## src/rtl/alu_pkg.sv

```systemverilog
// Shared ALU encodings: legacy ALU control codes, RV32M funct3 codes and
// the multiply/divide unit FSM states.
package alu_pkg;

    localparam logic [3:0] ALU_ADD  = 4'd0;
    localparam logic [3:0] ALU_SUB  = 4'd1;
    localparam logic [3:0] ALU_AND  = 4'd2;
    localparam logic [3:0] ALU_OR   = 4'd3;
    localparam logic [3:0] ALU_XOR  = 4'd4;
    localparam logic [3:0] ALU_SLL  = 4'd5;
    localparam logic [3:0] ALU_SRL  = 4'd6;
    localparam logic [3:0] ALU_SRA  = 4'd7;
    localparam logic [3:0] ALU_SLT  = 4'd8;
    localparam logic [3:0] ALU_SLTU = 4'd9;

    localparam logic [2:0] MD_MUL    = 3'b000;
    localparam logic [2:0] MD_MULH   = 3'b001;
    localparam logic [2:0] MD_MULHSU = 3'b010;
    localparam logic [2:0] MD_MULHU  = 3'b011;
    localparam logic [2:0] MD_DIV    = 3'b100;
    localparam logic [2:0] MD_DIVU   = 3'b101;
    localparam logic [2:0] MD_REM    = 3'b110;
    localparam logic [2:0] MD_REMU   = 3'b111;

    localparam logic [1:0] ST_IDLE  = 2'd0;
    localparam logic [1:0] ST_CALC  = 2'd1;
    localparam logic [1:0] ST_FIXUP = 2'd2;
    localparam logic [1:0] ST_DONE  = 2'd3;

    // MUL treats both operands as unsigned: its low half is sign-agnostic.
    function automatic logic md_a_signed(input logic [2:0] op);
        return (op == MD_MULH) || (op == MD_MULHSU) || (op == MD_DIV) || (op == MD_REM);
    endfunction

    function automatic logic md_b_signed(input logic [2:0] op);
        return (op == MD_MULH) || (op == MD_DIV) || (op == MD_REM);
    endfunction

endpackage

```

## src/rtl/div_step.sv

```systemverilog
// One restoring-division step: shift the next dividend bit into the partial
// remainder, subtract the divisor if it fits, and shift the quotient bit in.
module div_step
    import alu_pkg::*;
#(
    parameter int DATA_WIDTH = 32
) (
    input  logic [DATA_WIDTH-1:0] rem_i,
    input  logic [DATA_WIDTH-1:0] quo_i,
    input  logic [DATA_WIDTH-1:0] divisor_i,
    output logic [DATA_WIDTH-1:0] rem_o,
    output logic [DATA_WIDTH-1:0] quo_o
);

    logic [DATA_WIDTH:0] w_shift;
    logic [DATA_WIDTH:0] w_diff;
    logic                w_ge;

    assign w_shift = {rem_i, quo_i[DATA_WIDTH-1]};
    assign w_diff  = w_shift - {1'b0, divisor_i};
    assign w_ge    = (w_shift >= {1'b0, divisor_i});
    assign rem_o   = w_ge ? w_diff[DATA_WIDTH-1:0] : w_shift[DATA_WIDTH-1:0];
    assign quo_o   = {quo_i[DATA_WIDTH-2:0], w_ge};

endmodule

```

## src/rtl/alu_muldiv.sv

```systemverilog
// Iterative RV32M multiply/divide unit: one bit per cycle on operand
// magnitudes, then a single sign-fixup cycle before presenting the result.
module alu_muldiv
    import alu_pkg::*;
#(
    parameter int DATA_WIDTH = 32
) (
    input  logic                  clk_i,
    input  logic                  rst_i,
    input  logic                  valid_i,
    output logic                  ready_o,
    input  logic [2:0]            op_i,
    input  logic [DATA_WIDTH-1:0] operand_a_i,
    input  logic [DATA_WIDTH-1:0] operand_b_i,
    input  logic                  kill_i,
    output logic [DATA_WIDTH-1:0] result_o,
    output logic                  valid_o,
    input  logic                  ready_i
);

    localparam int W     = DATA_WIDTH;
    localparam int CNT_W = $clog2(DATA_WIDTH);

    logic [1:0]       r_state;
    logic [CNT_W-1:0] r_cnt;
    logic [2:0]       r_op;
    logic             r_sign_a;
    logic             r_sign_b;
    logic [W-1:0]     r_mag_a;
    logic [W-1:0]     r_mag_b;
    logic [2*W-1:0]   r_acc;
    logic [W-1:0]     r_result;

    logic             w_accept;
    logic             w_sign_a;
    logic             w_sign_b;
    logic [W-1:0]     w_mag_a;
    logic [W-1:0]     w_mag_b;
    logic             w_div0;
    logic             w_ovf;
    logic [W:0]       w_mul_sum;
    logic [2*W-1:0]   w_mul_next;
    logic [W-1:0]     w_rem_next;
    logic [W-1:0]     w_quo_next;
    logic [2*W-1:0]   w_prod_fix;
    logic [W-1:0]     w_quo;
    logic [W-1:0]     w_rem;
    logic [W-1:0]     w_quo_fix;
    logic [W-1:0]     w_rem_fix;
    logic [W-1:0]     w_fix_result;

    assign ready_o  = (r_state == ST_IDLE) && !rst_i;
    assign valid_o  = (r_state == ST_DONE);
    assign result_o = r_result;
    assign w_accept = valid_i && ready_o && !kill_i;

    assign w_sign_a = md_a_signed(op_i) && operand_a_i[W-1];
    assign w_sign_b = md_b_signed(op_i) && operand_b_i[W-1];
    assign w_mag_a  = w_sign_a ? -operand_a_i : operand_a_i;
    assign w_mag_b  = w_sign_b ? -operand_b_i : operand_b_i;
    assign w_div0   = op_i[2] && (operand_b_i == '0);
    assign w_ovf    = op_i[2] && !op_i[0] && (operand_a_i == {1'b1, {(W-1){1'b0}}})
                      && (operand_b_i == '1);

    // Shift-add: multiplier sits in the low half and is consumed LSB first.
    assign w_mul_sum  = {1'b0, r_acc[2*W-1:W]} + (r_acc[0] ? {1'b0, r_mag_a} : {(W+1){1'b0}});
    assign w_mul_next = {w_mul_sum, r_acc[W-1:1]};

    div_step #(.DATA_WIDTH(W)) u_div_step (
        .rem_i     (r_acc[2*W-1:W]),
        .quo_i     (r_acc[W-1:0]),
        .divisor_i (r_mag_b),
        .rem_o     (w_rem_next),
        .quo_o     (w_quo_next)
    );

    assign w_prod_fix = (r_sign_a ^ r_sign_b) ? -r_acc : r_acc;
    assign w_quo      = r_acc[W-1:0];
    assign w_rem      = r_acc[2*W-1:W];
    assign w_quo_fix  = (r_sign_a ^ r_sign_b) ? -w_quo : w_quo;
    assign w_rem_fix  = r_sign_a ? -w_rem : w_rem;

    always_comb begin
        w_fix_result = '0;
        if (!r_op[2]) begin
            w_fix_result = (r_op[1:0] == 2'b00) ? w_prod_fix[W-1:0] : w_prod_fix[2*W-1:W];
        end else begin
            w_fix_result = r_op[1] ? w_rem_fix : w_quo_fix;
        end
    end

    always_ff @(posedge clk_i) begin
        if (rst_i) begin
            r_state  <= ST_IDLE;
            r_cnt    <= '0;
            r_op     <= '0;
            r_sign_a <= 1'b0;
            r_sign_b <= 1'b0;
            r_mag_a  <= '0;
            r_mag_b  <= '0;
            r_acc    <= '0;
            r_result <= '0;
        end else if (kill_i) begin
            r_state <= ST_IDLE;
            r_cnt   <= '0;
        end else begin
            case (r_state)
                ST_IDLE: begin
                    if (w_accept) begin
                        r_op     <= op_i;
                        r_sign_a <= w_sign_a;
                        r_sign_b <= w_sign_b;
                        r_mag_a  <= w_mag_a;
                        r_mag_b  <= w_mag_b;
                        r_cnt    <= '0;
                        // Degenerate divides resolve immediately without iterating.
                        if (w_div0) begin
                            r_result <= op_i[1] ? operand_a_i : '1;
                            r_state  <= ST_DONE;
                        end else if (w_ovf) begin
                            r_result <= op_i[1] ? '0 : operand_a_i;
                            r_state  <= ST_DONE;
                        end else begin
                            r_acc   <= {{W{1'b0}}, op_i[2] ? w_mag_a : w_mag_b};
                            r_state <= ST_CALC;
                        end
                    end
                end
                ST_CALC: begin
                    r_acc <= r_op[2] ? {w_rem_next, w_quo_next} : w_mul_next;
                    if (r_cnt == CNT_W'(W-1)) begin
                        r_cnt   <= '0;
                        r_state <= ST_FIXUP;
                    end else begin
                        r_cnt <= r_cnt + 1'b1;
                    end
                end
                ST_FIXUP: begin
                    r_result <= w_fix_result;
                    r_state  <= ST_DONE;
                end
                ST_DONE: begin
                    if (ready_i) begin
                        r_state <= ST_IDLE;
                    end
                end
                default: r_state <= ST_IDLE;
            endcase
        end
    end

endmodule

```

## config.mk

```make
export PLATFORM = sky130hd
export DESIGN_NAME = alu_muldiv
export DESIGN_NICKNAME = d
export VERILOG_FILES = /design/src/rtl/alu_pkg.sv /design/src/rtl/div_step.sv /design/src/rtl/alu_muldiv.sv
export SDC_FILE = /design/constraint.sdc
export NUM_CORES = 1
export LEC_CHECK = 0
export ABC_CLOCK_PERIOD_IN_PS = 3960
export CORE_MARGIN = 2
export CORE_UTILIZATION = 50
export CTS_BUF_LIST = sky130_fd_sc_hd__clkbuf_4
export DETAILED_ROUTE_END_ITERATION = 6
export PLACE_DENSITY = 0.69
export RECOVER_POWER = 50
export SLEW_MARGIN = 10
export SYNTH_ARGS = -nofsm -noshare
export SYNTH_HDL_FRONTEND = slang
export SYNTH_SLANG_ARGS = --single-unit
export TNS_END_PERCENT = 30
```

## constraint.sdc

```tcl
create_clock -name clk_i -period 3.96 [get_ports clk_i]
set_input_delay 0.594 -clock clk_i [delete_from_list [all_inputs] [get_ports clk_i]]
set_output_delay 0.594 -clock clk_i [all_outputs]
set_load 0.005 [all_outputs]
```

== After elaboration in Yosys (flattened, before gate mapping) ==
Cells that the tools add are included.

* Eq/ne operators: 16
* Reductions and logical operators: 28
* Magnitude comparators: 1
* Muxes and demuxes: 31
* Add/subtract/negate cells: 8
* Bitwise operators: 2

{| class="wikitable"
|+ Operator list
! cell !! number
|-
| 32-bit two-way mux || 15
|-
| 64-bit two-way mux || 5
|-
| 32-bit negator || 4
|-
| 64-bit one-hot mux with 2 select lines || 1
|-
| 32-bit == test, second input constant || 2
|-
| 64-bit negator || 1
|-
| 32-bit one-hot mux with 2 select lines || 1
|-
| 32-bit by 32-bit adder with 33-bit output || 1
|-
| 33-bit by 32-bit >= comparator with 1-bit output || 1
|-
| 32-bit logical NOT || 1
|-
| 32-bit subtractor || 1
|-
| 2-bit two-way mux || 5
|-
| 5-bit two-way mux || 2
|-
| 5-bit one-hot mux with 2 select lines || 1
|-
| 1-bit logical AND || 9
|-
| 2-bit inequality test, second input constant || 4
|-
| 2-bit one-hot mux with 4 select lines || 1
|-
| 3-bit == test, second input constant || 2
|-
| 3-bit AND reduction || 2
|-
| 5-bit by 1-bit adder with 5-bit output, second input constant || 1
|-
| 5-bit == test, second input constant || 1
|-
| 1-bit logical OR || 5
|-
| 5-bit AND reduction || 1
|-
| 2-bit == test, second input constant || 2
|-
| other kinds (13) || 17
|}

* Register bits after elaboration: 172
* Word-level logic and storage cells: 95
* Bits of input ports: 72
* Output and inout bits: 34

== Logic depth before layout (Yosys ltp) ==
* Word-level depth: 11
* Depth in mapped cells: 15
* Depth with buffers taken out: 13

== By module ==
From an unflattened synthesis, not the netlist that was laid out.

* Cells, all modules: 2,244
* Area total of the unflattened synthesis: 16,502.1 um2

{| class="wikitable"
|+ By module, submodules not included
! module !! area each (um2) !! instances !! sequential area each (um2) !! cells an instance
|-
| alu_muldiv || 13,930.9 || 1 || 3,443.3 || 1,889
|-
| div_step || 2,571.2 || 1 || 0.0 || 355
|}

== Worst setup path after synthesis ==
No wires, ideal clock.

* Path kind: input port to flip-flop
* Start point: in operand_b_i[13]
* End point: reg r_result[14], in the netlist result_o[14]
* Path slack: 680 ps
* Setup time: 132 ps
* Path buffers: 3
* Data arrival time: 3,148 ps
* Cell stages on the path: 11
* Data required time: 3,828 ps
* Cell sequence: or4_1 > or3_1 > buf_6 > or4_4 > buf_6 > o21ai_4 > a22oi_2 > or2_4 > buf_6 > a2111oi_2 > nor3_1

* Cells in the longest elaborated chain, start to end: 5
* Elaborated cells on any way between the ends: 9
* Those cells by class: 2 x eq/ne; 3 x mux; 4 x reduce/logical

{| class="wikitable"
|+ Ends and longest elaborated chain
! what !! RTL line !! source
|-
| from (decl) || alu_muldiv.sv:14 || <nowiki>input logic [DATA_WIDTH-1:0] operand_b_i,</nowiki>
|-
| 32-bit logical NOT || alu_muldiv.sv:61 || <nowiki>assign w_div0 = op_i[2] && (operand_b_i == '0);</nowiki>
|-
| 1-bit logical AND || alu_muldiv.sv:61 ||
|-
| 32-bit two-way mux || alu_muldiv.sv:117 || <nowiki>if (w_div0) begin</nowiki>
|-
| 32-bit two-way mux || alu_muldiv.sv:109 || <nowiki>if (w_accept) begin</nowiki>
|-
| 32-bit one-hot mux with 2 select lines || alu_muldiv.sv:107 || <nowiki>case (r_state)</nowiki>
|-
| to (signal assigned) || alu_muldiv.sv:118 || <nowiki>r_result <= op_i[1] ? operand_a_i : '1;</nowiki>
|-
| to (signal assigned) || alu_muldiv.sv:121 || <nowiki>r_result <= op_i[1] ? '0 : operand_a_i;</nowiki>
|-
| to (signal assigned) || alu_muldiv.sv:139 || <nowiki>r_result <= w_fix_result;</nowiki>
|-
| to (decl) || alu_muldiv.sv:32 || <nowiki>logic [W-1:0] r_result;</nowiki>
|}

Several ways; a longest one is shown, not always the timed one. The select of a mux whose other input is x is not followed.
A chain may end at the register's enable or synchronous reset.

== Final worst setup path ==
* Start point: reg r_acc[0]
* End point: reg r_result[24], in the netlist result_o[24]

* Cells in the longest elaborated chain, start to end: 5
* Elaborated cells on any way between the ends: 8
* Those cells by class: 2 x add/sub; 6 x mux

{| class="wikitable"
|+ Ends and longest elaborated chain
! what !! RTL line !! source
|-
| from (decl) || alu_muldiv.sv:31 || <nowiki>logic [2*W-1:0] r_acc;</nowiki>
|-
| from (signal assigned) || alu_muldiv.sv:124 || <nowiki>r_acc <= {{W{1'b0}}, op_i[2] ? w_mag_a : w_mag_b};</nowiki>
|-
| from (signal assigned) || alu_muldiv.sv:130 || <nowiki>r_acc <= r_op[2] ? {w_rem_next, w_quo_next} : w_mul_next;</nowiki>
|-
| 64-bit negator or 32-bit negator (tied branches) || alu_muldiv.sv:77, alu_muldiv.sv:80 ||
|-
| 64-bit two-way mux or 32-bit two-way mux (tied branches) || alu_muldiv.sv:77, alu_muldiv.sv:80 ||
|-
| 32-bit two-way mux, on equally long branches || alu_muldiv.sv:86, alu_muldiv.sv:88 ||
|-
| 32-bit two-way mux * || alu_muldiv.sv:85 || <nowiki>if (!r_op[2]) begin</nowiki>
|-
| 32-bit one-hot mux with 2 select lines * || alu_muldiv.sv:107 ||
|}

Mark *: on every way between the ends. The rest lies on a longest branch, timed or not.

==> flow_summary.json <==
{
  "syn_nets": 2332,
  "die-area_sq_um": 33290,
  "drv_slew": 0,
  "path_class": "flop to flop",
  "grt_pass1_wl_um": 94750,
  "num-nets-final": 2419,
  "path_cells": "inv_1 > ha_1 > or4b_2 > nor3_1 > and3_1 > nand2_1 > o41ai_1 > xor2_1 > o221ai_1 > o211ai_1 > a21oi_1",
  "synth_seq_cells": 172,
  "rows": 65,
  "grt_max_degree": 105,
  "max_cap_violations": 0,
  "hold_ws_ns": 0.4070,
  "hold_violations": 0,
  "gr-total-overflow": 0,
  "io_buffers": 105,
  "critPathSlowestCell": "or4b_2",
  "start_util": 0.5060,
  "min_from": "rst_i",
  "synthTopCellsByArea": "dfxtp_1, ha_1, o21ai_0, a21oi_1, xnor2_1",
  "cp-end-kind": "flop",
  "cp_num_buf_inv": 1,
  "cts_buffers": 17,
  "timing.setup.tns_ns": 0,
  "yosysTopAreaCell": "dfxtp_1",
  "worstPathRequired_ns": 4.55,
  "cts.sinks": 172,
  "firstDrtPassIters": 7,
  "cts_resized": 0,
  "setup_viol": 0,
  "min_to": "r_state[1]$_SDFFE_PP0P_",
  "leakagePower_nw": 7.079,
  "cts_tree": "done",
  "r2r_setup_slack_ns": 0.27,
  "via_per_inst": 6.572,
  "cts_setup_buffers": 0,
  "worst_clock_skew_ns": 0.03084,
  "fin_crit_sh": 0.9315,
  "area_delta_synth_final_pct": 13.86,
  "hp-class": "input port to flop",
  "io_pins": 106,
  "setup_slack_ns": 0.2713,
  "start_kind": "flop",
  "synth_top_area_frac": 0.2162,
  "r2r-start": "r_acc[0]$_SDFFE_PP0P_",
  "synth-seq-area-share": 0.2162,
  "yosys_warnings": 0,
  "ys.flop_type": "dfxtp_1",
  "ir_drop_mv": 0.2551,
  "h-tree-depth": 4,
  "syn_area_sq_um": 15930,
  "synthCells": 2183,
  "synth-edff-count": 0,
  "finalPower_mw": 4.376,
  "synth.distinct_cells": 81,
  "postCtsHoldBufs": 0,
  "use_met2": 0.5773,
  "die_h_um": 182.5,
  "stdcell_area_sq_um": 18130,
  "async_reset_ff_frac": 0,
  "place_hpwl_um": 49170,
  "use_met3": 0.06186,
  "max_stage_delay_ns": 0.66,
  "grt.met1_usage": 0.5070,
  "clockBufferDepth": 2,
  "core_area_sq_um": 31470,
  "dpl_cell_area_sq_um": 17870,
  "whs_path_depth": 3,
  "r2r-end": "result_o[24]$_SDFFE_PP0P_",
  "drc": 0,
  "p_per_area_nw_per_um2": 241.3,
  "via_count": 17660,
  "slew_headroom": 0.2302,
  "wire_per_inst_um": 23.51,
  "rr_worst_depth": 11,
  "globalplace.congestion": 1.037,
  "grt_setup_unrepaired": "false",
  "tightest_slew_ns": 1.149,
  "final_layout_size_suffix_gt1_frac": 0.09374,
  "die_w_um": 182.5,
  "clock_latency_ns": 0.67,
  "arrival_ns": 4.28,
  "grt_antenna_before_repair": 2,
  "busiest_layer": "met2",
  "syn_avg_cell_area_sq_um": 7.295,
  "status": "completed",
  "grt_usage": 0.3711,
  "period_minus_slack_ns": 3.689,
  "drt_iter0_drc": 2373,
  "drt-total-wl_um": 63170,
  "ant_nets": 0,
  "grt_pass1_vias": 16090,
  "path_clk_slew_ns": 0.16,
  "dpl_worst_slack_ns": 0.09348,
  "clock.fmax_mhz": 271.1,
  "clock-root-buffer": "clkbuf_4",
  "crit_family": "simple AND/OR/NAND/NOR gates",
  "path_max_fanout": 7
}
[synthesized netlist by cell type (all sizes together) (32+ instances only)]
cell / count
a21oi: 175
mux2i: 55
o31ai: 34
clkbuf: 138
a211oi: 49
a21o: 32
nand3: 109
inv: 71
dfxtp: 172
nor3: 63
and2: 48
nor2: 186
o21ai: 186
xor2: 95
nand2: 167
xnor2: 96
ha: 75
o211ai: 35
[cells in the final DEF (no fill, tap or decap), types with 33 or more instances in the layout]
| master | netlist | routed |
|---|---|---|
| clkdlybuf4s50_1 | 0 | 71 |
| a21oi_1 | 175 | 175 |
| o31ai_1 | 34 | 34 |
| and2_1 | 48 | 48 |
| o21ai_0 | 183 | 184 |
| nand2_1 | 167 | 167 |
| dfxtp_1 | 172 | 171 |
| nand3_1 | 109 | 109 |
| o211ai_1 | 35 | 35 |
| nor3_1 | 62 | 62 |
| ha_1 | 75 | 74 |
| xor2_1 | 95 | 94 |
| a211oi_1 | 49 | 49 |
| nor2_1 | 184 | 183 |
| buf_4 | 1 | 122 |
| dlygate4sd3_1 | 0 | 33 |
| xnor2_1 | 96 | 95 |
| inv_1 | 71 | 71 |
| mux2i_1 | 55 | 55 |
[layout make-up]
cell class / instances / area [sq um]
fill: 3051 / 13340
multi-input combinational: 1769 / 11550
sequential: 172 / 3445
timing repair buffer: 235 / 2077
tap: 402 / 503.0
inverter: 75 / 281.5
clock buffer: 18 / 135.1
clock inverter: 14 / 135.1
antenna: 2 / 5.005
[where the power goes]
part	switching (mW)	leakage (nW)	total [mW]	internal [mW]
clock	0.748	0.147	1.08	0.333
sequential	0.0668	1.40	1.86	1.80
combinational	0.881	5.53	1.43	0.551
[through the flow]
step / util / std cells
floorplan: - / 2183
global placement: 0.5678 / 2653
detailed placement: 0.5678 / 2653
CTS: 0.5764 / 2685
global route: 0.5760 / 2686
finish: 0.5761 / 2687
[state kept, by name, indices dropped and copies added, names as in the netlist]
register / count
r_acc: 64
r_cnt: 5
r_mag_a: 32
r_mag_b: 32
r_op: 3
r_sign_a: 1
r_sign_b: 1
r_state: 2
result_o: 32
[logic make-up (layout without fill, tap and decap cells)]
group	count (synthesis)	after routing	synth area share
simple gates	725	725	0.2244
compound gates	688	688	0.2764
buf+inv	242	342	0.06010
xor+xnor	191	191	0.1050
flops	172	172	0.2162
fa+ha+maj	96	96	0.07338
mux	69	69	0.04447
other cells	0	2	0
[worst max path at each step]
stage	cells past startpoint	startpoint	slack, ns	end
global placement	9	operand_a_i[27]	0.19	r_acc[58]$_SDFFE_PP0P_
finish	11	r_acc[0]$_SDFFE_PP0P_	0.27	result_o[24]$_SDFFE_PP0P_
global route	13	r_acc[0]$_SDFFE_PP0P_	0.05	r_acc[63]$_SDFFE_PP0P_
detailed placement	9	operand_a_i[27]	0.09	result_o[3]$_SDFFE_PP0P_
CTS	12	r_acc[0]$_SDFFE_PP0P_	0.37	r_acc[49]$_SDFFE_PP0P_
floorplan	11	operand_b_i[13]	0.68	result_o[14]$_SDFFE_PP0P_
[worst register-to-register path, delay by kind of cell, from the launching register on]
| kind | cells | cell delay (ns) |
|---|---|---|
| compound gates | 4 | 1.00 |
| flops | 1 | 0.40 |
| fa+ha+maj | 1 | 0.20 |
| xor+xnor | 1 | 0.13 |
| buf+inv | 1 | 0.11 |
| simple gates | 4 | 1.78 |
[per-layer routing]
metal | wire length (um) | part of all wire | vias to the layer above
met4 | 2960 | 0.047 | 2
met5 | 16 | 0.00025 | -
li1 | - | - | 8148
met1 | 27220 | 0.43 | 8376
met3 | 5462 | 0.086 | 172
met2 | 27520 | 0.44 | 962
Power figures use the tool's default switching activity.
